===== src/rtl/pipe_pkg.sv =====
// Shared pipeline types: data/register widths, load-size encodings and the MEM/WB register layout.
package pipe_pkg;

    localparam int XLEN      = 32;
    localparam int REGADDR_W = 5;

    typedef enum logic [1:0] {
        LS_WORD = 2'd0,
        LS_HALF = 2'd1,
        LS_BYTE = 2'd2,
        LS_RSVD = 2'd3
    } loadsize_t;

    typedef struct packed {
        logic                 valid;
        logic                 regwrite;
        logic                 memtoreg;
        logic [REGADDR_W-1:0] rd;
        logic [XLEN-1:0]      aluresult;
        logic [XLEN-1:0]      readdata;
        loadsize_t            loadsize;
        logic                 loadsigned;
    } memwb_t;

    // Byte loads can never be misaligned; the reserved size behaves like a word.
    function automatic logic is_misaligned(input loadsize_t size, input logic [1:0] offset);
        case (size)
            LS_HALF: is_misaligned = offset[0];
            LS_BYTE: is_misaligned = 1'b0;
            default: is_misaligned = (offset != 2'd0);
        endcase
    endfunction

endpackage


===== src/rtl/load_align.sv =====
// Big-endian load alignment: picks the addressed byte/half out of a memory word and extends it.
module load_align
    import pipe_pkg::*;
(
    input  logic [XLEN-1:0] word,
    input  logic [1:0]      offset,
    input  loadsize_t       size,
    input  logic            load_signed,
    output logic [XLEN-1:0] data
);

    logic [7:0]  byte_sel;
    logic [15:0] half_sel;

    // Offset 0 is the most significant lane; a misaligned half still only looks at offset[1].
    always_comb begin
        byte_sel = 8'd0;
        half_sel = offset[1] ? word[15:0] : word[31:16];
        data     = word;
        case (offset)
            2'd0:    byte_sel = word[31:24];
            2'd1:    byte_sel = word[23:16];
            2'd2:    byte_sel = word[15:8];
            default: byte_sel = word[7:0];
        endcase
        case (size)
            LS_BYTE: data = {{24{load_signed & byte_sel[7]}}, byte_sel};
            LS_HALF: data = {{16{load_signed & half_sel[15]}}, half_sel};
            default: data = word;
        endcase
    end

endmodule


===== src/rtl/wb_stage.sv =====
// Writeback stage: MEM/WB register, load alignment, retire counter and sticky misalign flag.
// Defining WB_BYPASS_EN adds a WB->ID forwarding mux on the register-file read operands.
module wb_stage
    import pipe_pkg::*;
(
    input  logic                 clk,
    input  logic                 rst,
    input  logic                 mem_valid,
    input  logic                 mem_regwrite,
    input  logic                 mem_memtoreg,
    input  logic [REGADDR_W-1:0] mem_rd,
    input  logic [XLEN-1:0]      mem_aluresult,
    input  logic [XLEN-1:0]      mem_readdata,
    input  logic [1:0]           mem_loadsize,
    input  logic                 mem_loadsigned,
    input  logic                 stall,
    input  logic                 flush,
`ifdef WB_BYPASS_EN
    input  logic [REGADDR_W-1:0] id_rs,
    input  logic [REGADDR_W-1:0] id_rt,
    input  logic [XLEN-1:0]      rf_A,
    input  logic [XLEN-1:0]      rf_B,
    output logic [XLEN-1:0]      A_fwd,
    output logic [XLEN-1:0]      B_fwd,
`endif
    output logic                 regwrite,
    output logic [REGADDR_W-1:0] rd,
    output logic [XLEN-1:0]      writedata,
    output logic                 wb_valid,
    output logic [XLEN-1:0]      retire_count,
    output logic                 misalign_err
);

    memwb_t          r;
    memwb_t          capture;
    logic [XLEN-1:0] load_data;

    always_comb begin
        capture            = '0;
        capture.valid      = mem_valid;
        capture.regwrite   = mem_regwrite;
        capture.memtoreg   = mem_memtoreg;
        capture.rd         = mem_rd;
        capture.aluresult  = mem_aluresult;
        capture.readdata   = mem_readdata;
        capture.loadsize   = loadsize_t'(mem_loadsize);
        capture.loadsigned = mem_loadsigned;
    end

    // The instruction sitting in WB retires whenever the stage is not stalled; flush only kills the incoming slot.
    always_ff @(posedge clk) begin
        if (rst) begin
            r            <= '0;
            retire_count <= '0;
            misalign_err <= 1'b0;
        end else begin
            if (r.valid && !stall)
                retire_count <= retire_count + 32'd1;
            if (flush) begin
                r.valid <= 1'b0;
            end else if (!stall) begin
                r <= capture;
                if (mem_valid && mem_memtoreg && is_misaligned(capture.loadsize, mem_aluresult[1:0]))
                    misalign_err <= 1'b1;
            end
        end
    end

    load_align u_align (
        .word        (r.readdata),
        .offset      (r.aluresult[1:0]),
        .size        (r.loadsize),
        .load_signed (r.loadsigned),
        .data        (load_data)
    );

    assign wb_valid  = r.valid;
    assign rd        = r.rd;
    assign regwrite  = r.valid & r.regwrite & (r.rd != '0);
    assign writedata = r.memtoreg ? load_data : r.aluresult;

`ifdef WB_BYPASS_EN
    assign A_fwd = (regwrite && id_rs == r.rd) ? writedata : rf_A;
    assign B_fwd = (regwrite && id_rt == r.rd) ? writedata : rf_B;
`endif

endmodule


===== config.mk =====
export PLATFORM = sky130hd
export DESIGN_NAME = wb_stage
export DESIGN_NICKNAME = d
export VERILOG_FILES = /design/src/rtl/pipe_pkg.sv /design/src/rtl/load_align.sv /design/src/rtl/wb_stage.sv
export SDC_FILE = /design/constraint.sdc
export NUM_CORES = 1
export LEC_CHECK = 0
export ABC_AREA = 1
export CAP_MARGIN = 0
export CORE_UTILIZATION = 45
export CTS_CLUSTER_DIAMETER = 30
export DETAILED_ROUTE_END_ITERATION = 6
export PLACE_DENSITY = 0.76
export SLEW_MARGIN = 40
export SYNTH_ARGS = -nofsm -noshare
export SYNTH_HDL_FRONTEND = slang
export SYNTH_SLANG_ARGS = --single-unit

===== constraint.sdc =====
create_clock -name clk -period 3 [get_ports clk]
set_input_delay 0.3 -clock clk [delete_from_list [all_inputs] [get_ports clk]]
set_output_delay 0.3 -clock clk [all_outputs]
set_load 0.05 [all_outputs]

# == Word level (Yosys, flattened, before mapping) ==
# Index checks and enable logic that the tools add are counted.
# word_totals
reg_bits,108
in_bits,79
out_inout_bits,72
wordCells,41
# op_classes
add_sub_neg,1
n_eq_ne,6
n_mux,8
bitwise,6
n_reduce_logical,10
# ops
operator,count
32-bit one-hot mux with 2 select lines,1
32-bit by 1-bit adder with 32-bit output (second input constant),1
32-bit two-way mux,1
8-bit one-hot mux with 3 select lines,1
16-bit two-way mux,1
2-bit by 1-bit equality test with 1-bit output (second input constant),3
2-bit equality test (second input constant),3
5-bit nonzero test,1
1-bit AND,4
1-bit logical AND,3
1-bit two-way mux,3
3-bit AND reduction,1
2-bit logical NOT,1
1-bit inverter,2
1-bit one-hot mux with 2 select lines,1
2-bit AND reduction,1
2-bit nonzero test,1
2-bit OR reduction,1
1-bit logical NOT,1

# == Longest topological paths before layout ==
# logic_depth
depth_word,7
mapped_depth,10
ltp_nobuf,10

# == Modules after synthesis ==
# A second synthesis with hierarchy kept.
# hier_totals
cells_unflattened,876
hier_area_um2,5654.2
# by_module_without_submodules
module,instances,cells_per_inst,area_per_inst_um2,seq_area_each_um2
wb_stage,1,703,4873.4,2162.1
load_align,1,173,780.7,0.0

# == Least setup slack after synthesis ==
# Ideal clock, no wire load.
# synth_path
path_type,register to output
from,reg r[1] (netlist bit)
to,out writedata[0]
arrival_ns,2.302
slack_ns,0.398
path_stages_with_launch,10
path_buffers,1
cell_sequence,dfxtp_1 inv_1 ha_1 buf_2 inv_1 nand2_1 o221ai_1 nand2_1 inv_1 o21ai_0
# synth_via
elab_chain_len,3
word_cells_on_any_way,4
classes_between,eq/ne: 2; mux: 2
# synth_lines
item,line,source
start: declaration,wb_stage.sv:34,memwb_t r;
start signal: assignment,wb_stage.sv:62,r <= capture;
2-bit by 1-bit equality test with 1-bit output or 2-bit equality test (tied branches),load_align.sv:26,case (size)
32-bit one-hot mux with 2 select lines *,load_align.sv:26,
32-bit two-way mux *,wb_stage.sv:80,assign writedata = r.memtoreg ? load_data : r.aluresult;
end: declaration,wb_stage.sv:28,"output logic [XLEN-1:0] writedata,"
# Every way passes the cells marked *; elsewhere a longest branch is shown, timed or not.

# == Final worst setup path ==
# layout_path
from,reg r[1] (netlist bit)
to,out writedata[16]
# The elaborated chain is that of the path after synthesis.

==> reports/qor.yml <==
status: "finished with violations"
tightest_slew_ps: 534
synth_enable_flop_cells: 0
ys_seq_elements: 108
cts.clk_slew.worst_paths_ps: 70
first_pass_iters: 7
fin_setup_tns_ps: 0
start_util_pct: 46.7
path_max_fanout: 16
drv_slew: 0
cp_common_cell: "inv_1"
yosysSeqAreaShare_pct: 40.2
max_clock_freq_ghz: 0.386
grt_use_total_pct: 25.9
hold_class: "reg2reg"
dieWidth_microns: 111
fin_crit_ps: 2590
overflow: 0
cts_buffers: 9
vias: 5497
antenna_found_initial: 0
cp_top_family: "simple AND/OR/NAND/NOR gates"
cts_setup_buffers: 0
critPathArrivalTime_ps: 2290
syn_to_final_growth_pct: 36.0
max_cap_viol_count: 0
clock_latency_ps: 350
grt_pass1_wl_mm: 25.9
ys_types: 36
crit_chain: "inv_1, ha_1, inv_1, nor2_2, nand2_1, nand3_2, nand3_4, a21oi_1, buf_12"
dpl_cell_area_sq_um: 7010
htreeDepth: 3
skew_ps: 3.90
wl_per_cell_microns: 14.9
final_cells: 1063
setup_viol: 0
drive_above_1_share_pct: 10.1
clockBufferDepth: 2
ir_worst_vdd_uv: 510
slowest_stage: "a21oi_1"
use_met1_pct: 32.8
drt_iter0_markers: 382
fillers: 1037
rsz0062_at_grt: "false"
critPathLaunchType: "flop"
die_area_sq_um: 12400
busiest_layer: "met2"
slew-limit-headroom_pct: 64.3
yosysWarnings: 0
core_area_sq_um: 11500
power.leakage_nw: 2.97
final_hold_viol_count: 0
io_pins: 151
cts.sink_count: 108
drc: 19
syn-cell-area_sq_um: 5380
path_buf_inv: 3
synthArstFlopShare_pct: 0
ant_nets: 0
finalInstanceArea_sq_um: 7320
synthCells: 793
path_class: "reg2out"
num_rows: 39
port_buffers: 150
grt_pass1_vias: 5203
gr-usage-met2_pct: 43.7
violations: "DRC"
avgSynthCellArea_sq_um: 6.78
place_inst: 1049
grt_max_degree: 50
num_antenna_cells: 0
powerDensity_nw_per_um2: 483
wirelength_mm: 15.9
max_stage_delay_ps: 340
root_buffer: "clkbuf_16"
fp.dieH_microns: 111
synthesis.nets: 876
via_per_inst: 5.17
holdBufCountCts: 0
gp_congestion: 0.897
grt_use_met3_pct: 7.27
endpoint_kind: "output pin"
fin_crit_sh_pct: 86.2
ys.flop_type: "dfxtp_1"
cts_tree: "done"
crit_required_ps: 2700
fin_nets: 1000
hpwl_mm: 11.3
cts_resized: 0
## tightest hold or removal path, delay by kind of cell, from the launching register on
family | cells | cell delay [ps]
flops | 1 | 310
buf+inv | 1 | 60
compound gates | 1 | 50
## report_power, final
part	switching, W	internal, W
clock network	0.000513	0.000746
registers	0.0000534	0.00150
logic	0.000428	0.000292
total	0.000994	0.00254
## synthesized netlist by cell type (2+ instances only)
cell type | count | share of area, %
nand3_4 | 2 | 0.65
nor3_1 | 8 | 0.74
a21oi_1 | 59 | 5.5
nand3_1 | 19 | 1.8
o21ai_1 | 4 | 0.37
nor2_4 | 5 | 1.0
o221ai_1 | 6 | 0.98
o211ai_1 | 7 | 0.98
nand4_1 | 7 | 0.81
buf_6 | 2 | 0.42
ha_1 | 4 | 0.93
nand3_2 | 4 | 0.74
inv_1 | 44 | 3.1
o21a_1 | 2 | 0.28
xor2_1 | 4 | 0.65
buf_2 | 4 | 0.37
nand2_2 | 3 | 0.35
a31oi_1 | 2 | 0.23
nand2_1 | 135 | 9.4
nor2_2 | 4 | 0.47
o21ai_0 | 98 | 9.1
clkbuf_1 | 32 | 2.2
inv_2 | 3 | 0.21
a21oi_2 | 10 | 1.6
dfxtp_1 | 108 | 40
buf_4 | 9 | 1.3
nor2_1 | 199 | 14
## area by class of cell
| cell class | count | area (sq um) | area share, % |
|---|---|---|---|
| multi-input combinational | 590 | 2810 | 38.4 |
| clock buffer | 12 | 246 | 3.37 |
| inverter | 47 | 176 | 2.41 |
| timing repair buffer | 161 | 1680 | 23.0 |
| tap | 143 | 179 | 2.45 |
| sequential | 108 | 2160 | 29.6 |
| clock inverter | 2 | 60.1 | 0.821 |
## registers in the layout (all words and copies together), names as in the netlist
name / count
wb_valid: 1
rd: 5
r: 69
misalign_err: 1
retire_count: 32
## logic make-up (layout without fill, tap and decap cells)
group	after synthesis	in the layout	share of synthesized area [%]
AO/OA/AOI/OAI	189	189	19.4
AND/OR/NAND/NOR	393	393	31.2
buffers and inverters	95	222	7.63
XOR/XNOR	4	4	0.651
adder cells (fa/ha/maj)	4	4	0.931
flip-flops	108	108	40.2
## final timing paths
kind                                 startpoint          endpoint  slack [ps]  depth (start not counted)
worst max-delay path                       r[1]     writedata[16]         410                          9
worst min-delay path                      r[34]             r[34]         470                          2
worst max register to register  retire_count[1]  retire_count[18]        1320                          8
worst min register to register            r[34]             r[34]         470                          2
## cells in the final DEF, fill, tap and decap left out, drive strengths merged, types with 4 or more instances in the layout
master           n
clkdlybuf4s50  118
nand2          139
buf             43
ha               4
xor2             4
o221ai           6
clkbuf          12
o21ai          103
nand3           25
nor3            10
nand4            7
dfxtp          108
nor2           208
a21oi           69
o211ai           7
inv             47
## stage by stage
| stage | setup WS, ps | power [W] | utilization [%] | hold WS, ps |
|---|---|---|---|---|
| after floorplan | 398 | 0.00200 | - | 376 |
| after global placement | 835 | 0.00230 | 60.9 | 458 |
| after detailed placement | 813 | 0.00230 | 60.9 | 463 |
| after CTS | 401 | 0.00355 | 63.5 | 472 |
| after global routing | 217 | 0.00367 | 63.5 | 498 |
| final | 413 | 0.00353 | 63.5 | 467 |
## layer usage
layer,wire (microns),vias up
met5,0,-
met4,175,0
met3,1070,16
met2,7610,184
met1,7010,2476
li1,-,2821
No activity file was read; power rests on OpenSTA's default activity.
